==> src/rtl/duck_pixel_pipe.sv <==
// duck_pixel_pipe: drives the sprite index ROM and palette ROM, keeps pixel
// coordinates aligned with ROM data, applies transparency, and muxes the duck
// colour over the background into registered VGA RGB. It also resolves shots:
// it latches the cursor on a trigger, scans one full frame for an opaque duck
// pixel under the aim point, and then reports hit or miss.
// Optional build macro: CROSSHAIR_EN (white crosshair overlay at the cursor).
module duck_pixel_pipe #(
   parameter int IDX_W           = 4,
   parameter int TRANSPARENT_IDX = 0,
   parameter int LATENCY         = 4
`ifdef CROSSHAIR_EN
   ,
   parameter int CROSS_HALF      = 8
`endif
) (
   input  logic             Clk,
   input  logic             Reset,
   input  logic             frame_clk,
   input  logic [9:0]       DrawX,
   input  logic [9:0]       DrawY,
   input  logic             is_duck,
   input  logic [18:0]      duck_addr,
   output logic [18:0]      sprite_addr,
   input  logic [IDX_W-1:0] sprite_index,
   output logic [IDX_W-1:0] palette_addr,
   input  logic [23:0]      palette_rgb,
   input  logic [23:0]      bg_rgb,
   input  logic             trigger,
   input  logic [9:0]       CursorX,
   input  logic [9:0]       CursorY,
   output logic [7:0]       Red,
   output logic [7:0]       Green,
   output logic [7:0]       Blue,
   output logic             hit,
   output logic             shot_done
);

   localparam logic [IDX_W-1:0] TRANSP_IDX = IDX_W'(TRANSPARENT_IDX);

   typedef enum logic [1:0] {IDLE, ARMED, SCAN, REPORT} shot_state_e;

   // Pixel pipeline state. Index 0 of the coordinate delay line is the input
   // sample stage; index LATENCY travels alongside the RGB output.
   logic                 duck0_q, v1_q, v2_q, opaque3_q, opaque4_q;
   logic [18:0]          addr0_q, sprite_addr_q;
   logic [IDX_W-1:0]     idx2_q, palette_addr_q;
   logic [9:0]           dx_q [LATENCY+1];
   logic [9:0]           dy_q [LATENCY+1];
   logic [23:0]          rgb_d, rgb_q;

   // Synchronisers (two flops) plus one extra flop for rising-edge detection.
   logic [2:0]           fr_sync_q, trig_sync_q;
   logic                 fr_edge, trig_edge;

   // Shot resolution state.
   shot_state_e          state_q;
   logic [9:0]           aim_x_q, aim_y_q;
   logic                 hit_seen_q, hit_q, shot_done_q;
   logic                 match;

   // Pixel pipeline: input sample, ROM address, index capture, palette address, RGB.
   always_ff @(posedge Clk or posedge Reset) begin
      if (Reset) begin
         duck0_q        <= 1'b0;
         addr0_q        <= '0;
         sprite_addr_q  <= '0;
         v1_q           <= 1'b0;
         idx2_q         <= '0;
         v2_q           <= 1'b0;
         palette_addr_q <= '0;
         opaque3_q      <= 1'b0;
         opaque4_q      <= 1'b0;
         rgb_q          <= '0;
         // NOTE: the coordinate delay line is a handful of flops, not a RAM, so
         // every element is cleared here; a real memory array would not be.
         for (int i = 0; i <= LATENCY; i++) begin
            dx_q[i] <= '0;
            dy_q[i] <= '0;
         end
      end else begin
         // NOTE: non-blocking assignments let every stage read the previous
         // value of its upstream register, which is what makes this a pipeline.
         duck0_q        <= is_duck;
         addr0_q        <= duck_addr;
         sprite_addr_q  <= duck0_q ? addr0_q : '0;
         v1_q           <= duck0_q;
         idx2_q         <= sprite_index;
         v2_q           <= v1_q;
         palette_addr_q <= idx2_q;
         opaque3_q      <= v2_q && (idx2_q != TRANSP_IDX);
         opaque4_q      <= opaque3_q;
         rgb_q          <= rgb_d;
         dx_q[0]        <= DrawX;
         dy_q[0]        <= DrawY;
         for (int i = 1; i <= LATENCY; i++) begin
            dx_q[i] <= dx_q[i-1];
            dy_q[i] <= dy_q[i-1];
         end
      end
   end

`ifdef CROSSHAIR_EN
   localparam logic [9:0] CROSS_W = 10'(CROSS_HALF);

   function automatic logic [9:0] abs_diff(input logic [9:0] a, input logic [9:0] b);
      return (a >= b) ? (a - b) : (b - a);
   endfunction

   logic cross_hit;
   assign cross_hit =
      ((dy_q[LATENCY-1] == CursorY) && (abs_diff(dx_q[LATENCY-1], CursorX) <= CROSS_W)) ||
      ((dx_q[LATENCY-1] == CursorX) && (abs_diff(dy_q[LATENCY-1], CursorY) <= CROSS_W));
`endif

   // Output colour: duck over background, optionally covered by the crosshair.
   always_comb begin
      // NOTE: assigning a value on every path before any condition keeps this
      // purely combinational; a missed branch would infer a latch.
      rgb_d = opaque3_q ? palette_rgb : bg_rgb;
`ifdef CROSSHAIR_EN
      if (cross_hit) rgb_d = 24'hFFFFFF;
`endif
   end

   // Bring frame strobe and fire button into the Clk domain.
   always_ff @(posedge Clk or posedge Reset) begin
      if (Reset) begin
         fr_sync_q   <= '0;
         trig_sync_q <= '0;
      end else begin
         fr_sync_q   <= {fr_sync_q[1:0], frame_clk};
         trig_sync_q <= {trig_sync_q[1:0], trigger};
      end
   end

   assign fr_edge   = fr_sync_q[1] & ~fr_sync_q[2];
   assign trig_edge = trig_sync_q[1] & ~trig_sync_q[2];

   // An opaque duck pixel sitting exactly on the aim point at the output stage.
   assign match = opaque4_q && (dx_q[LATENCY] == aim_x_q) && (dy_q[LATENCY] == aim_y_q);

   // Shot FSM: arm on trigger, wait for a frame boundary, scan a full frame, report.
   always_ff @(posedge Clk or posedge Reset) begin
      if (Reset) begin
         state_q     <= IDLE;
         aim_x_q     <= '0;
         aim_y_q     <= '0;
         hit_seen_q  <= 1'b0;
         hit_q       <= 1'b0;
         shot_done_q <= 1'b0;
      end else begin
         shot_done_q <= 1'b0;
         case (state_q)
            IDLE: begin
               if (trig_edge) begin
                  aim_x_q    <= CursorX;
                  aim_y_q    <= CursorY;
                  hit_seen_q <= 1'b0;
                  state_q    <= ARMED;
               end
            end
            ARMED: begin
               if (fr_edge) state_q <= SCAN;
            end
            SCAN: begin
               if (match) hit_seen_q <= 1'b1;
               // A match coinciding with the closing frame edge still counts.
               if (fr_edge) begin
                  hit_q       <= hit_seen_q | match;
                  shot_done_q <= 1'b1;
                  state_q     <= REPORT;
               end
            end
            REPORT: begin
               // Result is already on the outputs; triggers here are dropped.
               state_q <= IDLE;
            end
            default: state_q <= IDLE;
         endcase
      end
   end

   assign sprite_addr          = sprite_addr_q;
   assign palette_addr         = palette_addr_q;
   assign {Red, Green, Blue}   = rgb_q;
   assign hit                  = hit_q;
   assign shot_done            = shot_done_q;

endmodule

==> config.mk <==
export PLATFORM = sky130hd
export DESIGN_NAME = duck_pixel_pipe
export DESIGN_NICKNAME = d
export VERILOG_FILES = /design/src/rtl/duck_pixel_pipe.sv
export SDC_FILE = /design/constraint.sdc
export NUM_CORES = 1
export LEC_CHECK = 0
export CAP_MARGIN = 30
export CORE_ASPECT_RATIO = 0.5
export CORE_UTILIZATION = 65
export CTS_CLUSTER_SIZE = 12
export DETAILED_ROUTE_END_ITERATION = 7
export DONT_BUFFER_PORTS = 1
export PLACE_DENSITY = 0.81
export SYNTH_ARGS = -nofsm -noshare
export SYNTH_HDL_FRONTEND = slang
export SYNTH_SLANG_ARGS = --single-unit
export TNS_END_PERCENT = 1
==> constraint.sdc <==
create_clock -name Clk -period 14.1 [get_ports Clk]
set_input_delay 4.23 -clock Clk [delete_from_list [all_inputs] [get_ports Clk]]
set_output_delay 4.23 -clock Clk [all_outputs]
set_load 0.02 [all_outputs]
Word-level counts from Yosys, hierarchy flattened --
Cells that the tools add are included.
Word-level totals: register bits 206, input bits 116, output and inout bits 49, logic and storage cells 63
Operators by class: eq/ne operators 9, mux-type cells 11, bitwise operators 5, reduce and logical (&&, ||, !) cells 10
Operators with widths (count):
- 2-to-1 mux 24 bit | 1
- == test 10 bit | 2
- 2-to-1 mux 19 bit | 1
- != test 2 bit (second input constant) | 4
- one-hot mux 2 bit (4 select lines) | 1
- 2-to-1 mux 2 bit | 3
- AND reduction 3 bit | 2
- == test 2 bit (second input constant) | 2
- 2-to-1 mux 1 bit | 4
- AND reduction 2 bit | 2
- nonzero test 4 bit | 1
- logical AND 1 bit | 3
- bitwise AND 1 bit | 2
- == test 2 x 1 -> 1 bit (second input constant) | 1
- logical NOT 2 bit | 1
- inverter 1 bit | 2
- one-hot mux 1 bit (2 select lines) | 1
- nonzero test 2 bit | 1
- bitwise OR 1 bit | 1

Depth between registers and ports, before layout --
Gate-level depths: netlist of run 1.
depth after elaboration 5, gate-level depth with buffers 5, depth with buffers taken out 5

Worst setup path before layout of run 1 --
No wires, ideal clock.
kind register to output, from register hit_q, in the netlist hit, to output hit, arrival 0.425 ns, data required time 9.870 ns, setup slack 9.445 ns, stages on the path, launching flop included 1, path buffers 0, cells stage by stage dfrtp_1
RTL lines:
- from (decl) | RTL line 58 | logic hit_seen_q, hit_q, shot_done_q;
- from (signal assigned) | RTL line 169 | hit_q <= hit_seen_q | match;
- to (decl) | RTL line 34 | output logic hit,
No word-level cell between the ends.

==> flow_summary_export.csv, run 1 <==
group,metric,value,unit
placement,hpwlAfterDp,6880,µm
synth,synthCells,327,
synth,synth_area_leaders,"sky130_fd_sc_hd__dfrtp_1, sky130_fd_sc_hd__mux2_2, sky130_fd_sc_hd__xor2_1, sky130_fd_sc_hd__and2_1, sky130_fd_sc_hd__ha_1",
drt,vias_per_cell,5.55,
drt,post_drt_wl_per_cell,25.4,µm
drt,detailed_route_iter0_violations,91,
global_routing,pin_count_of_the_biggest_net_entering_global_routing,132,
worst_hold_path,hp-start,"dx_q[15]$_DFF_PP0_",
critical_path,worst_r2r_startpoint,"state_q[1]$_DFFE_PP0P_",
clock_tree,clock_tree.buffer_depth,3,
timing,final_period_minus_worst_setup_slack,5.19,ns
worst_hold_path,hold_path_sink,"dx_q[5]$_DFF_PP0_",
synth,synth-main-ff-cell,"sky130_fd_sc_hd__dfrtp_1",
synth,synth.yosys.seq_area_share,82.9,%
layout,insertedDiodeCount,0,
timing,whs,0.346,ns
drt,first_pass_iteration_count_of_the_detailed_router,4,
critical_path,cp_max_fo,131,
timing,final.setup_skew,0.0106,ns
critical_path,crit_family,"buffers and inverters",
die,die-height,71.2,µm
timing,slew_headroom,35.5,%
synth,synth_fp_nets,447,
layout,count_of_nets_after_finishing,465,
die,cell_row_count,24,
clock_tree,number_of_resized_instances_in_the_post_cts_repair_step,0,
timing,timing.final.setup_violations,0,
clock_tree,tritoncts_num_sinks,206,
critical_path,worstPathArrival,5.67,ns
layout,fin_area,0.00689,mm²
placement,post_dp_cell_area,0.00635,mm²
synth,synthDominantCellAreaShare,82.9,%
critical_path,critical-path-slowest-cell,"sky130_fd_sc_hd__buf_4",
clock_tree,worst_setup_hold_path_clk_slew,0.06,ns
timing,rsz0062_at_grt,"false",
drt,dr_total_vias,2559,
critical_path,ff2ff_path_depth,4,
global_routing,grt_use_total,25.7,%
placement,worst_case_setup_slack_after_placement,8.32,ns
die,overall_die_area,0.00999,mm²
clock_tree,cts_hold_buf,0,
die,core-area,0.00898,mm²
clock_tree,cts_inserted_buffers,21,
power,power-per-cell-area,188,mW/mm²
timing,period_share,36.8,%
placement,gp_congestion,0.682,
global_routing,grt_antenna_before_repair,0,
synth,synth_edf_count,0,
timing,finalWorstSetupSlack,8.91,ns
critical_path,slowest_delay,0.84,ns
clock_tree,tritoncts,"done",
synth,synth.lib_cells_used.distinct,22,
layout,post_route_cells_drive_above_1_share,21.2,%
critical_path,crit_path_start_kind,"input port",
synth,average_cell_area_after_synthesis,19.0,µm²
clock_tree,cts.root.buffer_cell,"sky130_fd_sc_hd__clkbuf_16",
synth,synthArstFlopShare,100,%
worst_hold_path,worst_hold_path.num_cells,0,
timing,fmax,193,MHz
die,floorplan.die.width,140,µm
drt,route.detailed.drc,0,
synth,yosysTopAreaCell,"sky130_fd_sc_hd__dfrtp_1",
global_routing,first_global_vias,3065,
die,boundaryPins,165,
critical_path,worstPathCellList,"inv_8, buf_4",
drt,ant_nets,0,
critical_path,r2r-end,"aim_y_q[2]$_DFFE_PP0P_",
critical_path,critical_path.n_buffers_inverters,2,
timing,timing.final.max_slew_violations,0,
outcome,run_status,"complete, no violations",
layout,area.growth.synth_to_final,10.8,%
worst_hold_path,worst_hold_path_type,"reg2reg",
power,irDropWorstVdd,0.000122,V
clock_tree,clk_latency,0.48,ns
clock_tree,cts-htree-levels,1,
timing,max_slew.worst_pin.slew,0.968,ns
clock_tree,cts_post_setup_buffers_inserted,0,
critical_path,crit_start,"Reset",
die,floorplan.initialDensity,69.3,%
synth,synth.cell_area,0.00622,mm²
global_routing,grt_pass1_wl,18100,µm
critical_path,type_of_the_setup_path_with_the_least_slack,"in2async",
critical_path,worstSetupEndpointType,"async pin",
timing,fin_tns_setup,0,ns
power,power_leakage,3.11,nW
job,maxCapViolCount,0,
synth,synth.yosys.warnings,0,
drt,totalWireLength,11700,µm
placement,place.port_buffers,0,
global_routing,globalRouteOverflowTotal,0,
power,power,1.30,mW
synth,synth_seq_cells,206,
timing,timing.final.hold_violations,0,
critical_path,ff2ff_setup_slack,12.20,ns
critical_path,worst-endpoint-required,14.58,ns
## routing by layer
metal | track usage, % | vias up | part of all wire (%)
met5 | 0 | - | 0
met4 | 6.23 | 0 | 1.6
met3 | 8.67 | 18 | 7.0
met2 | 47.9 | 89 | 56
met1 | 29.2 | 1359 | 35
li1 | - | 1093 | -
## cell families (layout without fill, tap and decap cells)
logic type / Yosys count / in the layout / share of synthesized area, %
xor+xnor: 20 / 20 / 2.82
buf+inv: 12 / 29 / 0.805
flops: 206 / 206 / 82.9
mux: 47 / 47 / 8.47
simple gates: 31 / 31 / 3.38
compound gates: 7 / 7 / 0.825
fa+ha+maj: 4 / 4 / 0.805
## where the power goes
| group | internal (mW) | switching (mW) | total (mW) |
|---|---|---|---|
| combinational | 0.0606 | 0.0629 | 0.124 |
| clock | 0.264 | 0.201 | 0.464 |
| sequential | 0.653 | 0.0541 | 0.708 |
| total | 0.978 | 0.318 | 1.30 |
## synth_stat cells (2+ instances only)
master                       n
sky130_fd_sc_hd__nor4_2      4
sky130_fd_sc_hd__inv_1       6
sky130_fd_sc_hd__nand4_1     2
sky130_fd_sc_hd__o31ai_1     2
sky130_fd_sc_hd__o21ai_0     2
sky130_fd_sc_hd__nor2_1      2
sky130_fd_sc_hd__ha_1        4
sky130_fd_sc_hd__and2_1     19
sky130_fd_sc_hd__mux2i_1     2
sky130_fd_sc_hd__buf_2       4
sky130_fd_sc_hd__mux2_2     45
sky130_fd_sc_hd__xor2_1     19
sky130_fd_sc_hd__dfrtp_1   206
sky130_fd_sc_hd__clkbuf_1    2
## cell usage in the layout (no fill, tap or decap)
cell type	count
sky130_fd_sc_hd__nor3b_1	1
sky130_fd_sc_hd__mux2_2	45
sky130_fd_sc_hd__nor3_1	1
sky130_fd_sc_hd__buf_4	1
sky130_fd_sc_hd__o41ai_1	1
sky130_fd_sc_hd__dfrtp_1	206
sky130_fd_sc_hd__mux2i_1	2
sky130_fd_sc_hd__nor4_2	4
sky130_fd_sc_hd__o31ai_1	2
sky130_fd_sc_hd__nand3_1	1
sky130_fd_sc_hd__o22ai_1	1
sky130_fd_sc_hd__nor2_1	2
sky130_fd_sc_hd__nand2_1	1
sky130_fd_sc_hd__inv_1	5
sky130_fd_sc_hd__o21ai_0	2
sky130_fd_sc_hd__inv_8	2
sky130_fd_sc_hd__xnor2_1	1
sky130_fd_sc_hd__o41a_1	1
sky130_fd_sc_hd__xor2_1	19
sky130_fd_sc_hd__ha_1	4
sky130_fd_sc_hd__and2_1	19
sky130_fd_sc_hd__nand4_1	2
sky130_fd_sc_hd__clkbuf_16	21
## worst max path at each step
stage / endpoint / cells after the start
6_report: dx_q[18]$_DFF_PP0_ / 2
3_3_place_gp: trig_sync_q[2]$_DFF_PP0_ / 2
5_1_grt: dy_q[6]$_DFF_PP0_ / 2
4_1_cts: dx_q[31]$_DFF_PP0_ / 2
2_1_floorplan: addr0_q[0]$_DFF_PP0_ / 1
3_5_place_dp: dx_q[33]$_DFF_PP0_ / 2
## sequential cells by signal, summed over array words and instances (netlist names), 2 cells and up
name and count:
addr0_q 19, aim_x_q 10, aim_y_q 10, dx_q 50, dy_q 50, fr_sync_q 3
idx2_q 4, palette_addr 4, rgb_q 24, sprite_addr 19, state_q 2, trig_sync_q 3
## per-stage QoR
stage	util [%]	cells
6_report	76.7	461
5_1_grt	76.7	461
4_1_cts	76.7	461
3_5_place_dp	70.7	439
3_3_place_gp	70.7	439
2_1_floorplan	-	327
## final cells by class
| class | count | area, µm² |
|---|---|---|
| sequential | 206 | 5150 |
| tap | 117 | 146 |
| clock buffer | 21 | 526 |
| inverter | 6 | 30.0 |
| timing repair buffer | 1 | 7.51 |
| multi-input combinational | 109 | 1010 |
| fill | 422 | 2090 |
| clock inverter | 1 | 11.3 |
No activity file was read; power rests on OpenSTA's default activity.
==> run 2: changes to the inputs <==
--- a/config.mk
+++ b/config.mk
@@ -7,11 +7,11 @@
 export LEC_CHECK = 0
 export CAP_MARGIN = 30
 export CORE_ASPECT_RATIO = 0.5
-export CORE_UTILIZATION = 65
+export CORE_UTILIZATION = 61
 export CTS_CLUSTER_SIZE = 12
 export DETAILED_ROUTE_END_ITERATION = 7
 export DONT_BUFFER_PORTS = 1
-export PLACE_DENSITY = 0.81
+export PLACE_DENSITY = 0.77
 export SYNTH_ARGS = -nofsm -noshare
 export SYNTH_HDL_FRONTEND = slang
 export SYNTH_SLANG_ARGS = --single-unit
==> constraint.sdc (replaced) <==
create_clock -name Clk -period 5.41 [get_ports Clk]
set_input_delay 1.623 -clock Clk [delete_from_list [all_inputs] [get_ports Clk]]
set_output_delay 1.623 -clock Clk [all_outputs]
set_load 0.02 [all_outputs]
==> flow_summary_export.csv, run 2 (synthesis gave the netlist of run 1 again) <==
group,metric,value,unit
drt,post_drt_wl_per_cell,20.4,µm
power,power-per-cell-area,482,mW/mm²
layout,layout.cells.most_common_list,"sky130_fd_sc_hd__dfrtp_1, sky130_fd_sc_hd__mux2_2, sky130_fd_sc_hd__clkbuf_16, sky130_fd_sc_hd__and2_1, sky130_fd_sc_hd__xor2_1",
critical_path,type_of_the_setup_path_with_the_least_slack,"reg2out",
critical_path,worst-endpoint-required,3.79,ns
power,power.switching_fraction,23.6,%
critical_path,ff2ff_path_depth,4,
global_routing,grt_antenna_before_repair,1,
timing,final.setup_skew,0.0142,ns
drt,vias_per_cell,5.27,
die,floorplan.initialDensity,64.3,%
power,irDropWorstVdd,0.000290,V
placement,dp.cells,457,
timing,timing.final.max_slew_violations,0,
layout,layout_commonest_cell,"sky130_fd_sc_hd__dfrtp_1",
timing,rsz0062_at_grt,"false",
critical_path,worst_setup_path_end,"palette_addr[1]",
clock_tree,cts_hold_buf,0,
layout,final_cell_count_no_fill,480,
drt,first_pass_iteration_count_of_the_detailed_router,4,
die,overall_die_area,0.0106,mm²
global_routing,globalRouteOverflowTotal,0,
critical_path,logic_depth_of_the_worst_setup_path_including_buffers,0,
clock_tree,clk_latency,0.48,ns
global_routing,pin_count_of_the_biggest_net_entering_global_routing,207,
timing,max_slew.worst_pin.slew,1.02,ns
placement,hpwlAfterDp,6090,µm
timing,timing.final.setup_violations,0,
global_routing,grt_use_total,19.4,%
power,seq_power_share,54.9,%
critical_path,worstPathArrival,0.94,ns
layout,layout_top_registers,"dx_q x50, dy_q x50, rgb_q x24",
power,comb_pwr_share,9.2,%
clock_tree,cts_inserted_buffers,21,
clock_tree,cts-htree-levels,1,
power,internal-power,2.55,mW
outcome,run_status,"complete, no violations",
die,cell_row_count,25,
die,core-area,0.00967,mm²
global_routing,grt_pass1_wl,14700,µm
timing,final_period_minus_worst_setup_slack,2.56,ns
critical_path,r2r-end,"aim_y_q[5]$_DFFE_PP0P_",
clock_tree,tritoncts,"done",
timing,period_share,47.4,%
timing,timing.final.hold_violations,0,
worst_hold_path,hp-start,"dx_q[43]$_DFF_PP0_",
job,maxCapViolCount,0,
global_routing,first_global_vias,2806,
power,power,3.34,mW
placement,gp_congestion,0.708,
drt,detailed_route_iter0_violations,137,
clock_tree,cts_post_setup_buffers_inserted,0,
critical_path,crit_path_start_kind,"flip-flop",
drt,ant_nets,0,
clock_tree,worst_setup_hold_path_clk_slew,0.06,ns
layout,fin_area,0.00692,mm²
timing,fmax,390,MHz
critical_path,crit_start,"palette_addr[1]$_DFF_PP0_",
die,floorplan.die.width,145,µm
timing,fin_tns_setup,0,ns
drt,route.detailed.drc,0,
critical_path,ff2ff_setup_slack,3.48,ns
layout,area.growth.synth_to_final,11.3,%
placement,post_dp_cell_area,0.00638,mm²
power,power_switching,0.789,mW
layout,post-route-util,71.6,%
die,die-height,73.4,µm
layout,count_of_nets_after_finishing,465,
layout,post_route_cells_drive_above_1_share,21.2,%
drt,dr_total_vias,2530,
clock_tree,cts.root.buffer_cell,"sky130_fd_sc_hd__clkbuf_16",
critical_path,worst_r2r_startpoint,"state_q[0]$_DFFE_PP0P_",
critical_path,cp_max_fo,1,
power,power_leakage,3.10,nW
clock_tree,tritoncts_num_sinks,206,
die,boundaryPins,165,
power,clockPowerShare,35.9,%
drt,totalWireLength,9770,µm
clock_tree,number_of_resized_instances_in_the_post_cts_repair_step,0,
critical_path,worstSetupEndpointType,"primary output",
placement,place.port_buffers,0,
clock_tree,clock_tree.buffer_depth,3,
worst_hold_path,worst_hold_path_type,"reg2reg",
timing,slew_headroom,32.2,%
[run 2: cell types whose count changed in the layout (fill, tap and decap cells not counted)]
cell                         delta
sky130_fd_sc_hd__buf_12         +1
sky130_fd_sc_hd__inv_8          -1
sky130_fd_sc_hd__diode_2        +1
sky130_fd_sc_hd__clkinvlp_4     +1
sky130_fd_sc_hd__buf_4          -1
[run 2: area by class of cell]
class	count	area, µm²
repair buffers	1	20.0
clock inverters	1	11.3
flip-flops and latches	206	5150
diodes	1	2.50
fillers	545	2740
inverters	6	26.3
well taps	135	169
clock buffers	21	526
multi-input cells	109	1010
[run 2: worst min-delay path by stage]
stage | end | slack (ns) | cells after the start
after global routing | dx_q[4]$_DFF_PP0_ | 0.35 | 0
after global placement | fr_sync_q[1]$_DFF_PP0_ | 0.33 | 0
final | dx_q[33]$_DFF_PP0_ | 0.34 | 0
after CTS | dx_q[10]$_DFF_PP0_ | 0.35 | 0
after floorplan | dx_q[0]$_DFF_PP0_ | 0.33 | 0
after detailed placement | dx_q[20]$_DFF_PP0_ | 0.33 | 0
[run 2: metrics by stage]
step	worst slack, ns	hold slack (ns)
2_1_floorplan	1.11	0.331
3_3_place_gp	2.93	0.331
3_5_place_dp	2.85	0.335
4_1_cts	2.82	0.346
5_1_grt	2.81	0.348
6_report	2.85	0.337
[run 2: power groups by stage]
stage / combinational (mW) / clock (mW) / sequential, mW
3_3_place_gp: 0.279 / 0 / 1.84
4_1_cts: 0.312 / 1.22 / 1.84
5_1_grt: 0.343 / 1.28 / 1.85
3_5_place_dp: 0.303 / 0 / 1.86
6_report: 0.306 / 1.20 / 1.83
2_1_floorplan: 0.261 / 0 / 1.82
[run 2: routing by layer]
layer,vias up,track usage [%],share of wire [%]
met2,88,33.5,53
met3,19,5.41,5.7
met5,-,0,0
li1,1100,-,-
met1,1323,24.1,39
met4,0,6.43,2.1
==> run 3: changes to the inputs <==
--- a/config.mk
+++ b/config.mk
@@ -7,11 +7,11 @@
 export LEC_CHECK = 0
 export CAP_MARGIN = 30
 export CORE_ASPECT_RATIO = 0.5
-export CORE_UTILIZATION = 61
+export CORE_UTILIZATION = 55
 export CTS_CLUSTER_SIZE = 12
 export DETAILED_ROUTE_END_ITERATION = 7
 export DONT_BUFFER_PORTS = 1
-export PLACE_DENSITY = 0.77
+export PLACE_DENSITY = 0.73
 export SYNTH_ARGS = -nofsm -noshare
 export SYNTH_HDL_FRONTEND = slang
 export SYNTH_SLANG_ARGS = --single-unit
==> constraint.sdc (replaced) <==
create_clock -name Clk -period 2.2 [get_ports Clk]
set_input_delay 0.66 -clock Clk [delete_from_list [all_inputs] [get_ports Clk]]
set_output_delay 0.66 -clock Clk [all_outputs]
set_load 0.02 [all_outputs]
==> flow_summary_export.csv, run 3 (synthesis gave the netlist of run 1 again) <==
group,metric,value,unit
die,floorplan.die.width,152,µm
layout,post-route-util,63.5,%
critical_path,worstPathCellList,"inv_1, ha_1, nor3b_1, mux2i_1, o21ai_0",
layout,layout_top_registers,"dx_q x50, dy_q x50, rgb_q x24",
outcome,failing_checks,"DRC",
power,clockPowerShare,35.7,%
layout,final_cell_count_no_fill,497,
worst_hold_path,hold_path_sink,"addr0_q[2]$_DFF_PP0_",
layout,fin_area,0.00700,mm²
drt,dr_total_vias,2566,
die,die-height,77.2,µm
critical_path,critical-path-slowest-cell,"sky130_fd_sc_hd__nor3b_1",
drt,detailed_route_iter0_violations,89,
clock_tree,cts.root.buffer_cell,"sky130_fd_sc_hd__clkbuf_16",
clock_tree,cts-htree-levels,1,
critical_path,r2r-end,"hit$_DFFE_PP0P_",
timing,whs,0.208,ns
drt,ant_nets,0,
outcome,run_status,"complete, but fails checks",
global_routing,grt_antenna_before_repair,2,
critical_path,slowest_delay,0.44,ns
critical_path,worstPathArrival,2.01,ns
timing,timing.final.hold_violations,0,
power,power.switching_fraction,23.9,%
critical_path,ff2ff_path_depth,5,
placement,dp.cells,472,
clock_tree,worst_setup_hold_path_clk_slew,0.06,ns
timing,finalWorstSetupSlack,0.543,ns
die,core-area,0.0110,mm²
drt,first_pass_iteration_count_of_the_detailed_router,6,
clock_tree,tritoncts_num_sinks,206,
worst_hold_path,worst_hold_path_type,"in2reg",
placement,post_dp_cell_area,0.00645,mm²
timing,max_slew.worst_pin.slew,0.570,ns
drt,totalWireLength,10300,µm
timing,final_period_minus_worst_setup_slack,1.66,ns
clock_tree,cts_hold_buf,1,
layout,count_of_nets_after_finishing,471,
critical_path,worstSetupEndpointType,"flip-flop",
clock_tree,number_of_resized_instances_in_the_post_cts_repair_step,0,
power,power,8.25,mW
critical_path,cp_max_fo,5,
layout,area.growth.synth_to_final,12.5,%
placement,hpwlAfterDp,6500,µm
layout,layout_commonest_cell,"sky130_fd_sc_hd__dfrtp_1",
clock_tree,clk_latency,0.47,ns
die,floorplan.initialDensity,56.5,%
timing,fin_tns_setup,0,ns
power,irDropWorstVdd,0.000555,V
drt,post_drt_wl_per_cell,20.6,µm
critical_path,worst_r2r_startpoint,"state_q[0]$_DFFE_PP0P_",
critical_path,worst-endpoint-required,2.55,ns
placement,gp_congestion,0.719,
clock_tree,clock_tree.buffer_depth,3,
global_routing,grt_pass1_wl,16000,µm
power,power-per-cell-area,1180,mW/mm²
timing,rsz0062_at_grt,"false",
critical_path,ff2ff_setup_slack,0.54,ns
global_routing,grt_use_total,18.3,%
power,seq_power_share,54.6,%
critical_path,type_of_the_setup_path_with_the_least_slack,"reg2reg",
power,power_leakage,3.14,nW
die,overall_die_area,0.0118,mm²
timing,period_share,75.3,%
timing,timing.final.max_slew_violations,0,
critical_path,crit_path_start_kind,"flip-flop",
global_routing,pin_count_of_the_biggest_net_entering_global_routing,114,
placement,place.port_buffers,0,
timing,timing.final.setup_violations,0,
power,comb_pwr_share,9.7,%
power,power_switching,1.97,mW
clock_tree,tritoncts,"done",
timing,fmax,603,MHz
worst_hold_path,hp-start,"duck_addr[2]",
job,maxCapViolCount,0,
die,cell_row_count,27,
power,internal-power,6.28,mW
clock_tree,cts_inserted_buffers,21,
layout,layout.cells.most_common_list,"sky130_fd_sc_hd__dfrtp_1, sky130_fd_sc_hd__mux2_2, sky130_fd_sc_hd__clkbuf_16, sky130_fd_sc_hd__and2_1, sky130_fd_sc_hd__xor2_1",
worst_hold_path,worst_hold_path.num_cells,0,
global_routing,first_global_vias,2987,
clock_tree,cts_post_setup_buffers_inserted,0,
placement,worst_case_setup_slack_after_placement,0.537,ns
drt,vias_per_cell,5.16,
timing,final.setup_skew,0.00737,ns
timing,slew_headroom,62.0,%
drt,route.detailed.drc,2,
layout,post_route_cells_drive_above_1_share,22.3,%
die,boundaryPins,165,
global_routing,globalRouteOverflowTotal,0,
==> run 3: cell count changes in the layout (fill, tap and decap cells not counted) <==
cell | before | now
sky130_fd_sc_hd__buf_12 | 1 | 2
sky130_fd_sc_hd__dlygate4sd3_1 | 0 | 1
sky130_fd_sc_hd__buf_4 | 0 | 4
sky130_fd_sc_hd__diode_2 | 1 | 2
==> run 3: how the worst max path moves through the flow <==
| stage | startpoint | end | slack [ns] | cells past startpoint |
|---|---|---|---|---|
| 2_1_floorplan | Reset | addr0_q[0]$_DFF_PP0_ | -1.13 | 1 |
| 3_3_place_gp | state_q[0]$_DFFE_PP0P_ | hit$_DFFE_PP0P_ | 0.73 | 5 |
| 3_5_place_dp | state_q[0]$_DFFE_PP0P_ | hit$_DFFE_PP0P_ | 0.54 | 5 |
| 4_1_cts | state_q[0]$_DFFE_PP0P_ | hit$_DFFE_PP0P_ | 0.52 | 5 |
| 5_1_grt | state_q[0]$_DFFE_PP0P_ | hit$_DFFE_PP0P_ | 0.42 | 5 |
| 6_report | state_q[0]$_DFFE_PP0P_ | hit$_DFFE_PP0P_ | 0.54 | 5 |
==> run 3: metal layers <==
metal | GRT usage [%] | up-vias | share of wire [%]
met5 | 0 | - | 0
met4 | 5.00 | 0 | 1.2
met3 | 6.16 | 16 | 6.6
met2 | 32.2 | 101 | 52
met1 | 21.8 | 1333 | 40
li1 | - | 1116 | -
==> run 3: area by class of cell <==
class | count | area [µm²]
Antenna cell | 2 | 5.00
Clock buffer | 21 | 526
Clock inverter | 1 | 11.3
Fill cell | 734 | 4020
Inverter | 6 | 26.3
Multi-Input combinational cell | 109 | 1010
Sequential cell | 206 | 5150
Tap cell | 145 | 181
Timing Repair Buffer | 7 | 80.1
==> run 3: critical path: cells and delay by family (launching register included) <==
kind / cells / cell delay, ns
AO/OA/AOI/OAI: 1 / 0.09
adder cells (fa/ha/maj): 1 / 0.26
buffers and inverters: 1 / 0.13
flip-flops: 1 / 0.38
multiplexers: 1 / 0.23
AND/OR/NAND/NOR: 1 / 0.44
==> run 3: power by group through the flow <==
stage	clock [mW]	sequential, mW	combinational, mW
after floorplan	0	4.48	0.642
after global placement	0	4.53	0.714
after detailed placement	0	4.56	0.776
after CTS	3.05	4.51	0.815
after global routing	3.19	4.54	0.878
final	2.95	4.50	0.800
